### src/rtl/usb_tx_encoder.sv
// usb_tx_encoder: full-speed USB transmitter with SYNC, bit stuffing, NRZI and EOP
`timescale 1ns/1ps
module usb_tx_encoder #(
  parameter int CLKS_PER_BIT = 8
) (
  input  logic       clk,
  input  logic       rst,
  input  logic [7:0] tx_data,
  input  logic       tx_valid,
  input  logic       tx_last,
  output logic       tx_ready,
  output logic       tx_busy,
  output logic       tx_error,
  output logic       d_plus_out,
  output logic       d_minus_out,
  output logic       transmitting
);
  localparam int TW = (CLKS_PER_BIT > 2) ? $clog2(CLKS_PER_BIT) : 1;
  typedef enum logic [2:0] {IDLE, SYNC, DATA, EOP_SE0, EOP_J} state_t;
  state_t state, state_n;
  logic [TW-1:0] tick, tick_n;
  logic [2:0] cnt, cnt_n, ones, ones_n;
  logic [7:0] sh, sh_n, hold, hold_n;
  logic sh_last, sh_last_n, hold_last, hold_last_n, hold_full, hold_full_n;
  logic level, level_n, se0, se0_n, drive, drive_n;
  logic bnd, stuff, accept, emit, bit_v;
  assign bnd = tick == TW'(CLKS_PER_BIT - 1);
  assign stuff = ones == 3'd6;
  assign tx_ready = !rst && !hold_full && (state inside {IDLE, SYNC, DATA});
  assign accept = tx_valid && tx_ready;
  assign tx_busy = state != IDLE;
  assign tx_error = state == DATA && bnd && !stuff && cnt == 3'd7 && !sh_last && !hold_full;
  assign d_plus_out = level && !se0;
  assign d_minus_out = !level && !se0;
  assign transmitting = drive;
  // state, shifter, holding register and registered line levels
  always_ff @(posedge clk) begin
    if (rst) begin
      state <= IDLE;
      tick <= '0;
      cnt <= '0;
      ones <= '0;
      sh <= '0;
      hold <= '0;
      sh_last <= 1'b0;
      hold_last <= 1'b0;
      hold_full <= 1'b0;
      level <= 1'b1;
      se0 <= 1'b0;
      drive <= 1'b0;
    end else begin
      state <= state_n;
      tick <= tick_n;
      cnt <= cnt_n;
      ones <= ones_n;
      sh <= sh_n;
      hold <= hold_n;
      sh_last <= sh_last_n;
      hold_last <= hold_last_n;
      hold_full <= hold_full_n;
      level <= level_n;
      se0 <= se0_n;
      drive <= drive_n;
    end
  end
  // next-state: picks the bit for the coming bit time, then applies NRZI and stuff counting
  always_comb begin
    state_n = state;
    tick_n = bnd ? '0 : tick + 1'b1;
    cnt_n = cnt;
    ones_n = ones;
    sh_n = sh;
    sh_last_n = sh_last;
    hold_n = hold;
    hold_last_n = hold_last;
    hold_full_n = hold_full;
    level_n = level;
    se0_n = se0;
    drive_n = drive;
    emit = 1'b0;
    bit_v = 1'b0;
    if (accept) begin
      hold_n = tx_data;
      hold_last_n = tx_last;
      hold_full_n = 1'b1;
    end
    case (state)
      IDLE: begin
        tick_n = '0;
        if (hold_full || accept) begin
          state_n = SYNC;
          cnt_n = '0;
          drive_n = 1'b1;
          emit = 1'b1;
        end
      end
      SYNC: if (bnd) begin
        emit = 1'b1;
        if (cnt == 3'd7) begin
          state_n = DATA;
          sh_n = hold;
          sh_last_n = hold_last;
          hold_full_n = 1'b0;
          bit_v = hold[0];
          cnt_n = '0;
        end else begin
          cnt_n = cnt + 3'd1;
          bit_v = cnt == 3'd6;
        end
      end
      DATA: if (bnd) begin
        emit = 1'b1;
        if (stuff) bit_v = 1'b0;
        else if (cnt != 3'd7) begin
          cnt_n = cnt + 3'd1;
          sh_n = sh >> 1;
          bit_v = sh[1];
        end else if (sh_last || !hold_full) begin
          state_n = EOP_SE0;
          emit = 1'b0;
          se0_n = 1'b1;
          cnt_n = '0;
          if (!sh_last) hold_full_n = 1'b0;
        end else begin
          sh_n = hold;
          sh_last_n = hold_last;
          hold_full_n = 1'b0;
          bit_v = hold[0];
          cnt_n = '0;
        end
      end
      EOP_SE0: if (bnd) begin
        cnt_n = cnt + 3'd1;
        if (cnt == 3'd1) begin
          state_n = EOP_J;
          se0_n = 1'b0;
          level_n = 1'b1;
        end
      end
      EOP_J: if (bnd) begin
        state_n = IDLE;
        drive_n = 1'b0;
        ones_n = '0;
        level_n = 1'b1;
      end
      default: state_n = IDLE;
    endcase
    if (emit) begin
      level_n = bit_v ? level : !level;
      ones_n = bit_v ? ones + 3'd1 : 3'd0;
    end
  end
endmodule

### config.mk
export PLATFORM = sky130hd
export DESIGN_NAME = usb_tx_encoder
export DESIGN_NICKNAME = d
export VERILOG_FILES = /design/src/rtl/usb_tx_encoder.sv
export SDC_FILE = /design/constraint.sdc
export NUM_CORES = 1
export LEC_CHECK = 0
export ABC_AREA = 1
export BUFFER_PORTS_ARGS = -buffer_cell sky130_fd_sc_hd__buf_2
export CAP_MARGIN = 10
export CORE_ASPECT_RATIO = 2
export CORE_MARGIN = 5
export CORE_UTILIZATION = 30
export CTS_CLUSTER_SIZE = 30
export DETAILED_ROUTE_END_ITERATION = 7
export PLACE_DENSITY = 0.54
export SLEW_MARGIN = 10
export SYNTH_ARGS = -nofsm -noshare
export SYNTH_HDL_FRONTEND = slang
export SYNTH_SLANG_ARGS = --single-unit
export TNS_END_PERCENT = 50
### constraint.sdc
create_clock -name clk -period 1.7 [get_ports clk]
set_clock_uncertainty 0.05 [all_clocks]
set_input_delay 0.255 -clock clk [delete_from_list [all_inputs] [get_ports clk]]
set_output_delay 0.255 -clock clk [all_outputs]
set_load 0.03 [all_outputs]
==> results of run 1 <==
## layout by cell type, fill, tap and decap left out, types with 6 or more instances in the layout
cell and instances:
sky130_fd_sc_hd__dfxtp_1 26, sky130_fd_sc_hd__nand2_1 40, sky130_fd_sc_hd__inv_2 6, sky130_fd_sc_hd__dfxtp_2 7
sky130_fd_sc_hd__nand3_1 14, sky130_fd_sc_hd__buf_2 16, sky130_fd_sc_hd__nor2_4 6, sky130_fd_sc_hd__a21oi_1 18
sky130_fd_sc_hd__nor2_1 41, sky130_fd_sc_hd__o21ai_0 20, sky130_fd_sc_hd__buf_4 18, sky130_fd_sc_hd__nand2_2 8
sky130_fd_sc_hd__inv_1 26
## kinds of logic (layout without fill, tap and decap cells)
logic type / Yosys count / after routing / share of synthesized area, %
buf+inv: 39 / 77 / 8.67
simple gates: 129 / 130 / 34.9
compound gates: 47 / 47 / 13.4
flops: 33 / 33 / 36.9
fa+ha+maj: 8 / 8 / 5.59
xor+xnor: 1 / 1 / 0.489
## cells in the mapped netlist (all sizes together)
master	instances
nand2	52
nor2	51
dfxtp	33
inv	33
o21ai	27
nand3	20
a21oi	19
ha	8
buf	4
nand4	4
clkbuf	2
nor3	2
a31oi	1
xor2	1
## area by class of cell
class | instances | area, um2 | area share (%)
Clock inverter | 3 | 46.3 | 1.94
Tap cell | 63 | 78.8 | 3.30
Timing Repair Buffer | 36 | 238 | 9.96
Sequential cell | 33 | 669 | 28.1
Inverter | 33 | 126 | 5.30
Clock buffer | 5 | 125 | 5.24
Multi-Input combinational cell | 186 | 1100 | 46.2
## through the flow
step	power (W)	utilization [%]
after detailed placement	0.00309	34.2
after global routing	0.00463	40.4
after CTS	0.00421	39.2
after global placement	0.00307	34.2
final	0.00430	40.4
after floorplan	0.00260	-
## worst min-delay path by stage
| stage | depth (start not counted) | from | slack, ns | end |
|---|---|---|---|---|
| 6_report | 3 | tx_last | 0.18 | hold_last |
| 5_1_grt | 3 | tx_data[0] | 0.19 | hold[0] |
| 4_1_cts | 3 | tx_last | 0.18 | hold_last |
| 3_5_place_dp | 1 | tick[0] | 0.36 | tick[0] |
| 3_3_place_gp | 1 | tick[0] | 0.36 | tick[0] |
| 2_1_floorplan | 1 | tick[0] | 0.35 | tick[0] |
## state kept, by name, summed over array words and instances (netlist names)
register,count
state,3
sh_last,1
hold_full,1
se0,1
level,1
tick,3
ones,3
hold_last,1
hold,8
cnt,3
sh,7
transmitting,1
## critical path, stage by stage, from the launching register on
cell and delay, ns:
sky130_fd_sc_hd__dfxtp_2 0.34, sky130_fd_sc_hd__ha_4 0.13, sky130_fd_sc_hd__ha_4 0.13, sky130_fd_sc_hd__nand2_2 0.05, sky130_fd_sc_hd__inv_2 0.07, sky130_fd_sc_hd__nand3_4 0.07
sky130_fd_sc_hd__nor3_4 0.12, sky130_fd_sc_hd__buf_6 0.15
## routing by layer
metal	track usage, %	vias up	share of wire, %
met5	0	-	0
met4	4.77	0	1.7
met3	2.64	6	4.4
met2	19.3	36	51
met1	14.0	769	43
li1	-	899	-
## repair_timing
action | in CTS | in global routing
cloned | 0 | 1
resized for setup | 20 | 18
buffers inserted | 6 | 2
endpoints found under the setup margin | 1 | 20
pin swaps | 4 | 7
## power groups by stage
stage / logic, W / clock network, W / registers, W
4_1_cts: 0.00201 / 0.00107 / 0.00113
5_1_grt: 0.00237 / 0.00110 / 0.00117
3_3_place_gp: 0.00195 / 0 / 0.00112
3_5_place_dp: 0.00197 / 0 / 0.00112
2_1_floorplan: 0.00149 / 0 / 0.00110
6_report: 0.00211 / 0.00104 / 0.00114
==> load_flow_metrics.sql, run 1 <==
INSERT INTO impl_metrics (metric_group, metric, value, unit) VALUES
('logic_synthesis', 'distinct_cell_type_count_after_synthesis', '26', ''),
('clock_network', 'numCtsBuffers', '5', ''),
('logic_synthesis', 'synth_nets', '277', ''),
('logic_synthesis', 'synth_area_leaders', 'sky130_fd_sc_hd__dfxtp_1, sky130_fd_sc_hd__nand2_1, sky130_fd_sc_hd__nor2_1', ''),
('setup_path', 'setup.worst_path.start', 'tick[0]', ''),
('timing', 'worst_hold_margin', '0.182', 'ns'),
('clock_network', 'cts-root-buf', 'sky130_fd_sc_hd__clkbuf_16', ''),
('layout', 'design_area', '2390', 'um2'),
('layout', 'fillers', '623', ''),
('clock_network', 'clock_tree_from_tritoncts', 'yes', ''),
('logic_synthesis', 'synth_area_leader_cell', 'sky130_fd_sc_hd__dfxtp_1', ''),
('power', 'power.net_switching', '0.00186', 'W'),
('floorplanning', 'placement_rows', '40', ''),
('clock_network', 'clkTransAtPathRegs', '0.06', 'ns'),
('setup_path', 'r2r_path_start', 'cnt[0]', ''),
('timing', 'setup_viol_count_final', '0', ''),
('place', 'worst_slack_at_placement', '0.0332', 'ns'),
('logic_synthesis', 'synth-seq-area-share', '36.9', '%'),
('setup_path', 'worstSetupEndpointType', 'primary output', ''),
('layout', 'layout-drive-gt1-share', '32.4', '%'),
('layout', 'areaGrowthSynthToFinish', '33.3', '%'),
('place', 'port_buffers', '17', ''),
('floorplanning', 'fp.dieW', '64.6', 'um'),
('setup_path', 'worstPathArrival', '1.35', 'ns'),
('power', 'power_switching_share', '43.2', '%'),
('logic_synthesis', 'synth.yosys.warnings', '0', ''),
('hold_path', 'hold_path_class', 'in -> reg', ''),
('setup_path', 'reg_to_reg_setup_timing_slack', '0.09', 'ns'),
('grt', 'grtUsageTotal', '11.6', '%'),
('setup_path', 'critPathRequiredTime', '1.39', 'ns'),
('grt', 'initial_antenna_violation_count', '0', ''),
('flow_run', 'timing.max_cap.violations', '0', ''),
('floorplanning', 'die_h', '119', 'um'),
('setup_path', 'setup.worst_path.class', 'reg -> out', ''),
('layout', 'stdcell_count', '359', ''),
('place', 'routabilityCongestion', '0.855', ''),
('power', 'pwr_density_cell', '1800', 'nW/um2'),
('power', 'cellInternalPower', '0.00244', 'W'),
('timing', 'finalHoldViolations', '0', ''),
('setup_path', 'reg2reg_to', 'sh[5]', ''),
('timing', 'timing.max_slew.rel_slack', '82.0', '%'),
('floorplanning', 'initial_core_util', '30.3', '%'),
('layout', 'antennaDiodeCount', '0', ''),
('status', 'run_status', 'finished, final reports clean', ''),
('power', 'worst_ir_drop_vdd', '0.00102', 'V'),
('timing', 'post-route-min-period', '1.66', 'ns'),
('logic_synthesis', 'post_synth.cell_area_avg', '6.97', 'um2'),
('detailed_routing', 'drt_iter0_markers', '56', ''),
('detailed_routing', 'via_count', '1710', ''),
('clock_network', 'cts.sinks', '33', ''),
('floorplanning', 'die_area', '7710', 'um2'),
('grt', 'grt_max_degree', '24', ''),
('detailed_routing', 'wire_per_inst', '12.1', 'um'),
('logic_synthesis', 'synth.cell_area', '1790', 'um2'),
('timing', 'setup_total_negative_slack', '0', 'ns'),
('detailed_routing', 'detailedRoute.firstPassIterationCount', '4', ''),
('layout', 'finalNetCount', '315', ''),
('detailed_routing', 'drc_violation_count_after_routing', '0', ''),
('power', 'p_comb_share', '49.2', '%'),
('logic_synthesis', 'synth_cells', '257', ''),
('timing', 'finalCritPeriodShare', '97.6', '%'),
('logic_synthesis', 'synth.ff_latch_count', '33', ''),
('power', 'power_frac_clock', '24.2', '%'),
('timing', 'timing.final.max_slew_violations', '0', ''),
('clock_network', 'cts_max_path_buffers', '2', ''),
('place', 'placed_cells_incl_taps', '342', ''),
('grt', 'grt_pass1_wl', '7070', 'um'),
('floorplanning', 'design.core.area', '5910', 'um2'),
('clock_network', 'hold_buffers', '0', ''),
('timing', 'achievable_clock_frequency', '602', 'MHz'),
('setup_path', 'element_type_at_the_critical_path_start', 'flip-flop', '');
(Power assumes the default switching activity.)
==> inputs of run 2 (changes only) <==
--- a/config.mk
+++ b/config.mk
@@ -8,12 +8,11 @@
 export ABC_AREA = 1
 export BUFFER_PORTS_ARGS = -buffer_cell sky130_fd_sc_hd__buf_2
 export CAP_MARGIN = 10
-export CORE_ASPECT_RATIO = 2
 export CORE_MARGIN = 5
 export CORE_UTILIZATION = 30
 export CTS_CLUSTER_SIZE = 30
 export DETAILED_ROUTE_END_ITERATION = 7
-export PLACE_DENSITY = 0.54
+export PLACE_DENSITY = 0.49
 export SLEW_MARGIN = 10
 export SYNTH_ARGS = -nofsm -noshare
 export SYNTH_HDL_FRONTEND = slang
==> load_flow_metrics.sql, run 2 (synthesis results as in run 1) <==
INSERT INTO impl_metrics (metric_group, metric, value, unit) VALUES
('status', 'run_status', 'finished, violations left', ''),
('status', 'violations_in_the_final_reports', 'negative setup slack', ''),
('layout', 'layout.cells.most_common_list', 'sky130_fd_sc_hd__nand2_1, sky130_fd_sc_hd__nor2_1, sky130_fd_sc_hd__inv_1, sky130_fd_sc_hd__dfxtp_1, sky130_fd_sc_hd__buf_4', ''),
('detailed_routing', 'detail_route.vias_per_cell', '4.64', ''),
('grt', 'grt_pass1_wl', '7730', 'um'),
('grt', 'first_global_vias', '1591', ''),
('clock_network', 'cts_max_path_buffers', '2', ''),
('clock_network', 'clock_tree_from_tritoncts', 'yes', ''),
('layout', 'mostFrequentLayoutCell', 'sky130_fd_sc_hd__nand2_1', ''),
('layout', 'fillers', '609', ''),
('timing', 'tightestPinTransition', '0.288', 'ns'),
('grt', 'grt.overflow.total', '0', ''),
('layout', 'finalNetCount', '315', ''),
('setup_path', 'reg2reg_to', 'sh[4]', ''),
('detailed_routing', 'detailedRoute.firstPassIterationCount', '4', ''),
('setup_path', 'element_type_at_the_critical_path_start', 'flip-flop', ''),
('place', 'worst_slack_at_placement', '-0.0269', 'ns'),
('detailed_routing', 'drc_violation_count_after_routing', '0', ''),
('power', 'power_frac_clock', '17.9', '%'),
('setup_path', 'r2r_path_start', 'tick[0]', ''),
('power', 'power.total', '0.00431', 'W'),
('clock_network', 'numCtsBuffers', '5', ''),
('clock_network', 'clkLatencyLatePin', '0.30', 'ns'),
('layout', 'antennaDiodeCount', '0', ''),
('timing', 'post-route-min-period', '1.75', 'ns'),
('floorplanning', 'placement_rows', '28', ''),
('hold_path', 'hold_path_startpoint', 'tx_data[0]', ''),
('power', 'power_leakage', '1.05', 'nW'),
('setup_path', 'setup.worst_path.class', 'reg -> out', ''),
('grt', 'initial_antenna_violation_count', '0', ''),
('setup_path', 'worstSetupEndpointType', 'primary output', ''),
('timing', 'achievable_clock_frequency', '571', 'MHz'),
('layout', 'layout-drive-gt1-share', '35.5', '%'),
('detailed_routing', 'number_of_nets_with_antenna_violations_after_detailed_routing', '0', ''),
('detailed_routing', 'drt_iter0_markers', '139', ''),
('grt', 'grt_max_degree', '24', ''),
('power', 'cellInternalPower', '0.00229', 'W'),
('layout', 'largest-register', 'hold', ''),
('floorplanning', 'die_area', '7610', 'um2'),
('timing', 'post-route-worst-setup-slack', '-0.0519', 'ns'),
('clock_network', 'cts-root-buf', 'sky130_fd_sc_hd__clkbuf_8', ''),
('power', 'pwr_density_cell', '1790', 'nW/um2'),
('detailed_routing', 'drt_wl_total', '4600', 'um'),
('power', 'p_comb_share', '56.0', '%'),
('floorplanning', 'fp.dieW', '87.3', 'um'),
('detailed_routing', 'via_count', '1721', ''),
('hold_path', 'hold_path_class', 'in -> reg', ''),
('floorplanning', 'design.core.area', '5850', 'um2'),
('flow_run', 'timing.max_cap.violations', '0', ''),
('power', 'power_switching_share', '47.0', '%'),
('power', 'power.net_switching', '0.00203', 'W'),
('floorplanning', 'die_h', '87.3', 'um'),
('floorplanning', 'io-pin-count', '18', ''),
('layout', 'largest_reg_flops', '8', ''),
('clock_network', 'cts_htree_levels', '2', ''),
('setup_path', 'r2r.worst_path.cells', '10', ''),
('timing', 'timing.final.max_slew_violations', '0', ''),
('grt', 'grtUsageTotal', '13.0', '%'),
('setup_path', 'critPathRequiredTime', '1.39', 'ns'),
('timing', 'finalHoldViolations', '0', ''),
('power', 'worst_ir_drop_vdd', '0.000715', 'V'),
('setup_path', 'reg_to_reg_setup_timing_slack', '0', 'ns'),
('place', 'port_buffers', '17', ''),
('layout', 'areaGrowthSynthToFinish', '34.5', '%'),
('place', 'routabilityCongestion', '0.834', ''),
('detailed_routing', 'wire_per_inst', '12.4', 'um'),
('clock_network', 'clkTransAtPathRegs', '0.08', 'ns'),
('power', 'pwr-share-seq', '26.1', '%'),
('setup_path', 'cp-endpoint', 'tx_error', ''),
('clock_network', 'hold_buffers', '0', ''),
('floorplanning', 'initial_core_util', '30.6', '%'),
('timing', 'worst_hold_margin', '0.170', 'ns'),
('setup_path', 'worstPathArrival', '1.45', 'ns'),
('timing', 'timing.max_slew.rel_slack', '80.6', '%'),
('setup_path', 'crit_path_max_fanout', '3', ''),
('layout', 'reg_top3', 'hold (8), sh (7)', ''),
('timing', 'rsz0062_at_grt', 'true', ''),
('timing', 'finalCritPeriodShare', '103', '%'),
('setup_path', 'setup.worst_path.start', 'cnt[0]', ''),
('clock_network', 'cts.sinks', '33', ''),
('place', 'dpl.hpwl', '3220', 'um'),
('timing', 'setup_viol_count_final', '1', '');
run 2: routing by layer:
metal	up-vias	share of wire [%]	track usage, %
li1	898	-	-
met1	782	51	17.6
met2	29	44	19.9
met3	12	3.1	2.74
met4	0	2.1	5.02
met5	-	0	0
run 2: power groups by stage:
stage                     Combinational, W  Clock (W)  Sequential [W]
after floorplan                    0.00149          0         0.00110
after global routing               0.00267   0.000827         0.00116
final                              0.00241   0.000772         0.00113
after global placement             0.00195          0         0.00111
after detailed placement           0.00195          0         0.00111
after CTS                          0.00199   0.000784         0.00111
run 2: cell type report:
type | instances | area [um2] | area share (%)
inverter | 33 | 140 | 5.82
multi-input combinational | 185 | 1130 | 46.9
sequential | 33 | 669 | 27.8
tap | 75 | 93.8 | 3.90
timing repair buffer | 37 | 260 | 10.8
clock inverter | 3 | 46.3 | 1.92
clock buffer | 5 | 68.8 | 2.86
run 2: timing repair:
item,in CTS,in global routing
pin swaps,2,15
buffers inserted,4,4
gates resized for setup,16,40
setup endpoints to repair,7,21
gates cloned,0,0
run 2: worst min path at each step:
stage / end / depth (start not counted)
3_3_place_gp: tick[0] / 1
4_1_cts: hold[0] / 3
2_1_floorplan: tick[0] / 1
6_report: hold[0] / 3
3_5_place_dp: tick[0] / 1
5_1_grt: hold[0] / 3
run 2: critical path: stages, from the launching register on:
cell                      delay, ns
sky130_fd_sc_hd__dfxtp_2       0.33
sky130_fd_sc_hd__ha_1          0.14
sky130_fd_sc_hd__ha_2          0.18
sky130_fd_sc_hd__nand2_2       0.05
sky130_fd_sc_hd__inv_2         0.08
sky130_fd_sc_hd__nand3_4       0.08
sky130_fd_sc_hd__nor3_4        0.13
sky130_fd_sc_hd__buf_6         0.15
run 2: metrics by stage:
stage | setup TNS (ns) | utilization, % | instance area [um2] | std cells
after floorplan | 0 | - | 1800 | 257
after global placement | -0.338 | 34.9 | 2040 | 355
after detailed placement | -0.0606 | 34.9 | 2040 | 355
after CTS | -0.0554 | 38.3 | 2240 | 367
after global routing | -0.701 | 41.2 | 2410 | 371
final | -0.0519 | 41.2 | 2410 | 371
